## src/rtl/bin_to_gray_counter.sv

```systemverilog
// Up/down binary counter with a registered Gray-code output and a wrap pulse.
// The binary count, its Gray code and the wrap flag are all loaded from the
// same next-state value on the same edge, so the outputs always agree with
// each other. Enabled steps change exactly one Gray bit. A load can change
// any number of bits.

module bin_to_gray_counter #(
   parameter int WIDTH = 4
) (
   input  logic             clk,
   input  logic             rst,
   input  logic             load,
   input  logic [WIDTH-1:0] load_bin,
   input  logic             en,
   input  logic             up,
   output logic [WIDTH-1:0] bin,
   output logic [WIDTH-1:0] gray,
   output logic             wrap
);

   localparam logic [WIDTH-1:0] ONE     = {{(WIDTH-1){1'b0}}, 1'b1};
   localparam logic [WIDTH-1:0] ALL_ONE = {WIDTH{1'b1}};
   localparam logic [WIDTH-1:0] ZERO    = {WIDTH{1'b0}};

   logic [WIDTH-1:0] b_next;
   logic [WIDTH-1:0] g_next;
   logic             wrap_next;

   // Next-state selection: load overrides stepping, and a load never wraps.
   always_comb begin
      b_next    = bin;
      wrap_next = 1'b0;
      if (load) begin
         b_next = load_bin;
      end else if (en) begin
         if (up) begin
            b_next    = bin + ONE;
            wrap_next = (bin == ALL_ONE);
         end else begin
            b_next    = bin - ONE;
            wrap_next = (bin == ZERO);
         end
      end
   end

   // Encode the next count so that gray is registered alongside bin. The MSB passes through unchanged.
   always_comb begin
      g_next = b_next ^ (b_next >> 1);
   end

   // Output registers. A synchronous reset takes priority over load and en.
   always_ff @(posedge clk) begin
      if (rst) begin
         bin  <= ZERO;
         gray <= ZERO;
         wrap <= 1'b0;
      end else begin
         bin  <= b_next;
         gray <= g_next;
         wrap <= wrap_next;
      end
   end

endmodule

```

## config.mk

```make
export PLATFORM = sky130hd
export DESIGN_NAME = bin_to_gray_counter
export DESIGN_NICKNAME = d
export VERILOG_FILES = /design/src/rtl/bin_to_gray_counter.sv
export SDC_FILE = /design/constraint.sdc
export NUM_CORES = 1
export LEC_CHECK = 0
export BUFFER_PORTS_ARGS = -buffer_cell sky130_fd_sc_hd__buf_2
export CAP_MARGIN = 15
export CORE_AREA = 2 2 39 41
export CTS_CLUSTER_DIAMETER = 50
export DETAILED_ROUTE_END_ITERATION = 8
export DIE_AREA = 0 0 41 43
export SETUP_SLACK_MARGIN = 0.05
export SYNTH_ARGS = -nofsm -noshare
export SYNTH_HDL_FRONTEND = slang
export SYNTH_SLANG_ARGS = --single-unit
```

## constraint.sdc

```tcl
create_clock -name clk -period 1.9 [get_ports clk]
set_input_delay 0.095 -clock clk [delete_from_list [all_inputs] [get_ports clk]]
set_output_delay 0.095 -clock clk [all_outputs]
set_load 0.05 [all_outputs]
```

; ---- Word-level counts from Yosys, hierarchy flattened
; Index checks and enable logic that the tools add are counted.
[totals]
regBits = 9
out_inout_bits = 9
elab_cells = 14
[op_classes]
n_addsub = 2
n_eq_ne = 1
muxes = 4
bitwise_logic = 2
reduce_logical = 2
[ops]
columns = op, n
row1 = two-way mux 4 bit, 3
row2 = adder 4 x 1 -> 4 bit (second input constant), 1
row3 = == test 4 bit (second input constant), 1
row4 = zero test 4 bit, 1
row5 = subtractor 4 x 1 -> 4 bit (second input constant), 1
row6 = XOR 4 x 3 -> 4 bit, 1
row7 = OR reduction 3 bit, 1
row8 = two-way mux 1 bit, 1
row9 = NOT 1 bit, 1

; ---- Depth between registers and ports, before layout
; Gate-level depths: netlist of the first run.
[logic_depth]
word_depth = 5
depth_mapped = 6
mapped_depth_nobuf = 6

; ---- Worst setup path before layout of the first run
; Ideal clock, no wire load.
[synth_timing]
kind = register to register
from = register bin[0]
to = register gray[1]
setup_time_ps = 70
arrival_ps = 1989
required_time_ps = 1830
setup_slack_ps = -158
stages_incl_launch_ff = 6
n_path_buf = 0
period_less_slack_ps = 2058
path_cell_list = dfxtp_1 -> fa_1 -> mux2_2 -> mux2i_1 -> o21ai_0 -> a21oi_1
[synth_via]
elab_chain_cells = 5
[synth_rtl]
columns = item, line
row1 = "start, declared", 16  ; output logic [WIDTH-1:0] bin,
row2 = "start signal, assigned", 58  ; bin <= b_next;
row3 = subtractor 4 x 1 -> 4 bit or adder 4 x 1 -> 4 bit (tied branches), "40, 37"
row4 = two-way mux 4 bit *, 36  ; if (up) begin
row5 = two-way mux 4 bit *, 35  ; end else if (en) begin
row6 = two-way mux 4 bit *, 33  ; if (load) begin
row7 = XOR 4 x 3 -> 4 bit *, 48  ; g_next = b_next ^ (b_next >> 1);
row8 = "end signal, assigned", 59  ; gray <= g_next;
row9 = "end, declared", 17  ; output logic [WIDTH-1:0] gray,
; Every way passes the cells marked *; elsewhere a longest branch is shown, timed or not.
; A chain may end at the register's enable or synchronous reset.

; ---- Worst setup path after layout of the first run
; Same ends and word-level chain as after synthesis.

==> run_results.csv, run 1 <==
group,metric,value,unit
yosys,synth_fp_nets,65,
yosys,synth_edf_count,0,
global_route,grt_antenna_before_repair,0,
clocking,cts-resized-gates,0,
power,pwr-share-comb,0.356,
yosys,synth_area_leaders,"dfxtp_1 (33%), mux2i_1 (6.1%), ha_1 (5.1%)",
yosys,syn_area_per_cell,9.231,um^2
yosys,synth_top_cell_by_area,"dfxtp_1",
floorplanning,io_pins,18,
drt,wl_met2,417,um
floorplanning,core_area,1384,um^2
place,dp_cells,83,
yosys,synth.most_common_cell,"dfxtp_1",
place,routabilityCongestion,0.7607,
floorplanning,die_w,41,um
floorplanning,die-area,1763,um^2
clocking,tritoncts,"yes",
power,seqPwrFrac,0.398,
worst_setup_path,cp_slowest_cell,"fa_1",
yosys,yosysWarnings,0,
sta,slew_headroom,0.7330,
sta,tightest_slew,0.3981,ns
status,status,"complete, no violations",
floorplanning,initial_core_util,0.3535,
floorplanning,rows,14,
clocking,htree_levels,1,
yosys,synth-seq-cells,8,
place,placed_cell_area,576.8,um^2
yosys,ys.flop_type,"dfxtp_1",
cells_and_area,n_antenna_cell,0,
global_route,gr-total-overflow,0,
sta,timing.final.crit_share,0.8915,
yosys,yosysSeqAreaShare,0.3274,
clocking,clock_sinks,8,
place,place_hpwl,724.9,um
power,p_clk_frac,0.246,
drt,wl,941,um
power,power.density,841.8,nW/um^2
power,power.internal,318.0,uW
global_route,grt_use_total,0.1130,
yosys,async_reset_ff_frac,0,
sta,drv_slew,0,
power,switching_share,0.3697,
sta,rsz0062_at_grt,"false",
yosys,synth_top_area_share,0.3274,
drt,drtIter0Drc,10,
global_route,grt_pass1_vias,353,
clocking,post_cts_buffers,0,
sta,finalCriticalPeriod,1.694,ns
sta,hold_violations,0,
drt,drtPass1Iterations,4,
job,cap_violations,0,
drt,dr.max_layer_used,"met3",
yosys,synth.distinct_cells,31,
worst_setup_path,cp.arrival,1.88,ns
yosys,synth.cell_area,489.2,um^2
worst_setup_path,worstPathCellList,"fa_1 -> mux2_2 -> mux2i_1 -> o21ai_0 -> a21oi_1",
drt,wl_per_cell,10.94,um
sta,clock-skew-final,0.002703,ns
drt,ant_nets,0,
clocking,cts_hold_buf,0,
clocking,clk_latency,0.25,ns
cells_and_area,final_core_util,0.4331,
drt,route.detailed.drc,0,
worst_setup_path,cp_data_required_time,2.08,ns
cells_and_area,fin_area,599.3,um^2
cells_and_area,drive_gt1_frac,0.3429,
clocking,clk_pin_slew,0.05,ns
worst_setup_path,path_max_fanout,7,
worst_setup_path,slowest_delay,0.42,ns
cells_and_area,area_growth,22.51,%
global_route,grt_max_degree,12,
power,ir_worst_vdd,0.4204,mV
place,io_buffers,17,
cells_and_area,final_cells,86,
worst_setup_path,critPathKind,"flip-flop to flip-flop",
drt,met1_length,436,um
floorplanning,die_h,43,um
clocking,clockBufferDepth,2,
drt,wl_met3,87,um
cells_and_area,nNetsFinal,84,
sta,max_freq,590.4,MHz
min_path,hold_path_class,"input port to flip-flop",
worst_setup_path,startpoint_type,"flip-flop",
yosys,yosys-top-cells-count,"dfxtp_1 (8), nor2_1 (6), a21oi_1 (3), inv_1 (3), mux2i_1 (3)",
clocking,numCtsBuffers,3,
yosys,synth_cells,53,
global_route,grt_first_pass_wirelength,1380,um
drt,vias,443,
power,finalPower,504.5,uW
sta,setup_viol,0,
power,power_leakage,0.0002997,uW
drt,via_per_inst,5.151,
sta,finalSetupTns,0,ns
clocking,cts_root_buffer,"clkbuf_4",
power,p_sw,186.5,uW
worst_setup_path,critPathCaptureType,"flip-flop",
registers in the layout (all words and copies together), names as in the netlist:
signal / count
wrap: 1
bin: 4
gray: 3
layer usage:
layer / track usage / vias up
li1: - / 229
met1: 0.1471 / 196
met2: 0.1688 / 18
met3: 0.05236 / 0
met4: 0.02000 / 0
met5: 0 / -
power by group through the flow:
stage	combinational [uW]	sequential (uW)	clock [uW]
finish	180	201	124
global route	193	203	138
CTS	180	201	128
detailed placement	180	204	0
global placement	180	204	0
floorplan	84.1	262	0
kinds of logic after synthesis:
family / share of synthesized area
simple gates: 0.2251
fa+ha+maj: 0.09207
compound gates: 0.1535
mux: 0.08440
buf+inv: 0.06392
flops: 0.3274
xor+xnor: 0.05372
worst paths after layout:
check	slack, ns	from	end	depth (start not counted)
worst max-delay path	0.21	bin[0]	gray[1]	5
worst max register to register	0.21	bin[0]	gray[1]	5
worst min-delay path	0.11	rst	gray[1]	2
worst min register to register	0.70	bin[2]	wrap	4
critical path: cells and delay by family, from the launching register on:
kind | cells | cell delay [ns]
compound gates | 2 | 0.29
mux | 2 | 0.53
fa+ha+maj | 1 | 0.42
flops | 1 | 0.39
per-stage QoR:
step	setup slack [ns]	hold slack (ns)
floorplan	0.08815	0.1600
global placement	0.2286	0.3654
detailed placement	0.2028	0.3669
CTS	0.1933	0.1040
global route	0.1065	0.1137
finish	0.2061	0.1105
final cells by class:
| cell class | instances | area (um^2) |
|---|---|---|
| Timing Repair Buffer | 17 | 85.08 |
| Sequential cell | 8 | 162.7 |
| Fill cell | 135 | 784.5 |
| Multi-Input combinational cell | 39 | 297.8 |
| Clock buffer | 3 | 22.52 |
| Tap cell | 16 | 20.02 |
| Inverter | 3 | 11.26 |
cells in the final DEF, fill, tap and decap left out, types with 2 or more instances in the layout:
master / n
inv_1: 3
dfxtp_2: 2
dfxtp_1: 6
clkbuf_4: 3
ha_1: 2
a21oi_1: 3
mux2i_1: 3
xnor2_1: 2
or3_1: 2
nor2_1: 6
buf_2: 17
(Power assumes the default switching activity.)
==> inputs of run 2 (changes only) <==
--- a/config.mk
+++ b/config.mk
@@ -11,6 +11,7 @@
 export CTS_CLUSTER_DIAMETER = 50
 export DETAILED_ROUTE_END_ITERATION = 8
 export DIE_AREA = 0 0 41 43
+export PLACE_DENSITY_LB_ADDON = 0.25
 export SETUP_SLACK_MARGIN = 0.05
 export SYNTH_ARGS = -nofsm -noshare
 export SYNTH_HDL_FRONTEND = slang
==> run 2 against run 1 <==
  * Sequential power hardly changed
  * Non-clock buffer count stayed put
  * Worst setup slack worse by 0.029 ns
  * Clock-buffer cell count stayed put
  * Total power is 0.77% higher
  * Global-route usage is 0.21 points higher
  * Register-to-register slack worse by 0.03 ns
  * Via count stayed put
  * Flip-flop and latch count stayed put
  * Largest cell class unchanged
==> run_results.csv, run 2 (synthesized netlist as in run 1, its figures left out) <==
group,metric,value,unit
power,power.density,848.2,nW/um^2
drt,route.detailed.drc,0,
worst_setup_path,path_max_fanout,7,
floorplanning,die_w,41,um
job,cap_violations,0,
clocking,numCtsBuffers,3,
global_route,gr-total-overflow,0,
global_route,grt_antenna_before_repair,0,
sta,timing.final.crit_share,0.9067,
cells_and_area,multi_input_area,297.8,um^2
power,power.internal,318.0,uW
cells_and_area,n_antenna_cell,0,
power,seqPwrFrac,0.395,
power,power_leakage,0.0002997,uW
cells_and_area,final_cell_mix,"buf_2 (17), nor2_1 (6), dfxtp_1 (6)",
sta,finalCriticalPeriod,1.723,ns
sta,hold_violations,0,
sta,slew_headroom,0.7484,
drt,vias,443,
global_route,grt_use_total,0.1152,
sta,clock-skew-final,0.007156,ns
worst_setup_path,cp_data_required_time,2.08,ns
place,place_hpwl,731.3,um
drt,wl_per_cell,11.03,um
place,io_buffers,17,
min_path,hold_path_class,"input port to flip-flop",
worst_setup_path,startpoint_type,"flip-flop",
cells_and_area,final_common_cell,"buf_2",
cells_and_area,drive_gt1_frac,0.3429,
sta,finalSetupTns,0,ns
drt,drtPass1Iterations,3,
status,status,"complete, no violations",
cells_and_area,max_flop_register,"bin",
clocking,htree_levels,1,
place,routabilityCongestion,0.7647,
clocking,clk_pin_slew,0.06,ns
drt,drtIter0Drc,7,
worst_setup_path,cp.arrival,1.90,ns
power,switching_share,0.3746,
drt,wl,949,um
drt,via_per_inst,5.151,
power,p_sw,190.4,uW
cells_and_area,reg_top3,"bin: 4 flops, gray: 3 flops, wrap: 1 flops",
cells_and_area,fillers,152,
floorplanning,initial_core_util,0.3535,
power,ir_worst_vdd,0.3309,mV
clocking,tritoncts,"yes",
clocking,post_cts_buffers,0,
clocking,clk_latency,0.25,ns
global_route,grt_max_degree,12,
drt,ant_nets,0,
cells_and_area,area_growth,22.51,%
clocking,clockBufferDepth,2,
floorplanning,rows,14,
floorplanning,die-area,1763,um^2
cells_and_area,largest_reg_flops,4,
power,pwr-share-comb,0.350,
floorplanning,die_h,43,um
sta,tightest_slew,0.3751,ns
floorplanning,io_pins,18,
cells_and_area,final_core_util,0.4331,
cells_and_area,area.sequential,162.7,um^2
global_route,grt_first_pass_wirelength,1338,um
clocking,cts_root_buffer,"clkbuf_4",
worst_setup_path,critPathKind,"flip-flop to flip-flop",
worst_setup_path,critPathCaptureType,"flip-flop",
clocking,clock_sinks,8,
power,p_clk_frac,0.255,
clocking,cts_hold_buf,0,
sta,drv_slew,0,
cells_and_area,nNetsFinal,84,
clocking,cts-resized-gates,0,
floorplanning,core_area,1384,um^2
sta,setup_viol,0,
sta,max_freq,580.5,MHz
sta,rsz0062_at_grt,"false",
global_route,grt_pass1_vias,328,
## run 2: layout make-up
type | count | share of cell area
Timing Repair Buffer | 17 | 0.1420
Multi-Input combinational cell | 39 | 0.4969
Clock buffer | 3 | 0.03758
Sequential cell | 8 | 0.2714
Tap cell | 16 | 0.03340
Inverter | 3 | 0.01879
## run 2: worst max-delay path, stage by stage, from the launching register on
cell and delay [ns]:
dfxtp_2 0.40, fa_1 0.42, mux2_2 0.26, mux2i_1 0.27
o21ai_0 0.14, a21oi_1 0.15
## run 2: worst paths after layout
path                             start  endpoint  slack [ns]  depth (start not counted)
worst min register to register  bin[2]      wrap        0.70                          4
worst min-delay path               rst    bin[3]         0.1                          2
worst max-delay path            bin[0]   gray[1]        0.18                          5
worst max register to register  bin[0]   gray[1]        0.18                          5
## run 2: per-stage QoR
stage,setup slack (ns),hold slack [ns],instances,instance area (um^2),power (uW)
floorplan,0.08815,0.1600,53,491.7,346.6
global placement,0.2345,0.3612,83,576.8,383.0
detailed placement,0.1822,0.3661,83,576.8,384.0
CTS,0.1621,0.08675,86,599.3,520.5
global route,0.05292,0.1130,86,599.3,541.1
finish,0.1773,0.09614,86,599.3,508.4
## run 2: power by group through the flow
stage | registers (uW) | clock network, uW | logic [uW]
after floorplan | 262 | 0 | 84.1
after global placement | 204 | 0 | 179
after detailed placement | 204 | 0 | 180
after CTS | 201 | 140 | 180
after global routing | 203 | 146 | 192
final | 201 | 130 | 178
## run 2: metal layers
metal | track usage | wire, um | vias up
li1 | - | - | 232
met3 | 0.04712 | 72 | 2
met4 | 0.08000 | 8 | 0
met2 | 0.1281 | 406 | 14
met5 | 0 | 0 | -
met1 | 0.1705 | 461 | 195
==> inputs of run 3 (changes only) <==
--- a/config.mk
+++ b/config.mk
@@ -11,7 +11,7 @@
 export CTS_CLUSTER_DIAMETER = 50
 export DETAILED_ROUTE_END_ITERATION = 8
 export DIE_AREA = 0 0 41 43
-export PLACE_DENSITY_LB_ADDON = 0.25
+export PLACE_DENSITY_LB_ADDON = 0.05
 export SETUP_SLACK_MARGIN = 0.05
 export SYNTH_ARGS = -nofsm -noshare
 export SYNTH_HDL_FRONTEND = slang
==> run 3 against run 2 <==
  * Fmax rose by 2.1%
  * Clock power barely moved
  * Flip-flop and latch count did not move
  * Core utilization rose by 0.81 points
  * Worst setup slack improved by 0.035 ns
  * Combinational power rose by 5%
  * Register-to-register slack improved by 0.04 ns
==> run_results.csv, run 3 (synthesized netlist as in run 1, its figures left out) <==
group,metric,value,unit
global_route,grt_max_degree,12,
worst_setup_path,critPathKind,"flip-flop to flip-flop",
global_route,grt_use_total,0.1434,
place,io_buffers,17,
min_path,hold_start,"rst",
clocking,clockBufferDepth,2,
job,cap_violations,0,
min_path,hold_path_class,"input port to flip-flop",
sta,finalSetupTns,0,ns
worst_setup_path,cp.arrival,1.88,ns
clocking,tritoncts,"yes",
floorplanning,rows,14,
global_route,grt_first_pass_wirelength,1662,um
cells_and_area,final_cell_mix,"buf_2 (17), nor2_1 (6), dfxtp_1 (6)",
worst_setup_path,startpoint_type,"flip-flop",
sta,clock-skew-final,0.002191,ns
drt,route.detailed.drc,0,
cells_and_area,nNetsFinal,85,
worst_setup_path,r2r_start,"bin[0]",
sta,max_freq,592.6,MHz
clocking,cts_root_buffer,"clkbuf_4",
worst_setup_path,reg2reg_setup_slack,0.21,ns
sta,slew_headroom,0.7378,
cells_and_area,fillers,146,
cells_and_area,max_flop_register,"bin",
worst_setup_path,reg2regPathDepth,5,
sta,setup_viol,0,
clocking,numCtsBuffers,3,
global_route,grt_pass1_vias,391,
floorplanning,die-area,1763,um^2
drt,via_per_inst,5.115,
place,placed_cell_area,584.3,um^2
floorplanning,die_w,41,um
global_route,gr-total-overflow,0,
drt,ant_nets,0,
cells_and_area,reg_top3,"bin: 4 flops, gray: 3 flops, wrap: 1 flops",
drt,vias,445,
clocking,post_cts_buffers,0,
sta,timing.final.crit_share,0.8882,
sta,finalCriticalPeriod,1.688,ns
worst_setup_path,cp_data_required_time,2.09,ns
cells_and_area,final_core_util,0.4412,
floorplanning,io_pins,18,
sta,drv_slew,0,
drt,wl_per_cell,11.34,um
cells_and_area,area_growth,24.81,%
status,status,"complete, no violations",
power,ir_worst_vdd,0.4385,mV
worst_setup_path,path_max_fanout,7,
cells_and_area,fin_area,610.6,um^2
cells_and_area,largest_reg_flops,4,
min_path,hold_path_end,"gray[1]",
sta,rsz0062_at_grt,"false",
power,power_leakage,0.0003031,uW
global_route,grt_antenna_before_repair,0,
clocking,htree_levels,1,
clocking,clk_latency,0.25,ns
clocking,clk_pin_slew,0.05,ns
worst_setup_path,critPathCaptureType,"flip-flop",
sta,tightest_slew,0.3910,ns
cells_and_area,final_common_cell,"buf_2",
drt,drtIter0Drc,14,
floorplanning,die_h,43,um
cells_and_area,n_antenna_cell,0,
min_path,whs_path_depth,2,
drt,wl,987,um
worst_setup_path,r2r-end,"gray[1]",
power,power.density,843.7,nW/um^2
place,place_hpwl,756.1,um
floorplanning,initial_core_util,0.3535,
sta,hold_violations,0,
floorplanning,core_area,1384,um^2
drt,drtPass1Iterations,4,
sta,fin_ws,0.2125,ns
clocking,clock_sinks,8,
place,routabilityCongestion,0.6856,
cells_and_area,drive_gt1_frac,0.3662,
place,preCtsSetupSlack,0.1870,ns
run 3: worst max-delay path by stage:
| stage | from | end | cells after the start |
|---|---|---|---|
| after floorplan | bin[0] | gray[1] | 5 |
| after global placement | bin[0] | gray[1] | 5 |
| after detailed placement | bin[0] | gray[1] | 5 |
| after CTS | bin[0] | gray[1] | 5 |
| after global routing | bin[0] | gray[1] | 5 |
| final | bin[0] | gray[1] | 5 |
run 3: power breakdown:
part	total (uW)	internal (uW)	leakage (uW)	switching [uW]
Sequential	198	186	0.0000668	11.9
Clock	130	72.3	0.0000138	57.7
Combinational	187	64.1	0.000222	123
Total	515	322	0.000303	193
run 3: through the flow:
step	hold WS (ns)	std cells	power [uW]
6_report	0.09583	87	515.1
4_1_cts	0.08760	87	517.3
3_5_place_dp	0.3562	84	387.4
2_1_floorplan	0.1600	53	346.6
5_1_grt	0.09702	87	548.2
3_3_place_gp	0.3637	84	388.1
run 3: worst max-delay path: stages, from the launching register on:
cell	delay (ns)
dfxtp_2	0.39
fa_1	0.44
mux2_2	0.28
mux2i_2	0.23
o21ai_0	0.13
a21oi_1	0.14
run 3: cell type report:
type	instances	area, um^2	share of cell area
Multi-Input combinational cell	39	301.5	0.4939
Sequential cell	8	162.7	0.2664
Clock buffer	3	22.52	0.03689
Timing Repair Buffer	18	92.59	0.1516
Tap cell	16	20.02	0.03279
Inverter	3	11.26	0.01844
run 3: layer usage:
layer | track usage | up-vias | wire (um)
li1 | - | 230 | -
met1 | 0.1869 | 198 | 424
met2 | 0.1906 | 15 | 476
met3 | 0.07853 | 2 | 82
met4 | 0.06000 | 0 | 5
met5 | 0 | - | 0
run 3: timing repair:
| item | CTS | global route |
|---|---|---|
| resized for setup | 0 | 1 |
| endpoints found under the setup margin | 0 | 1 |
| hold buffers | 0 | 0 |
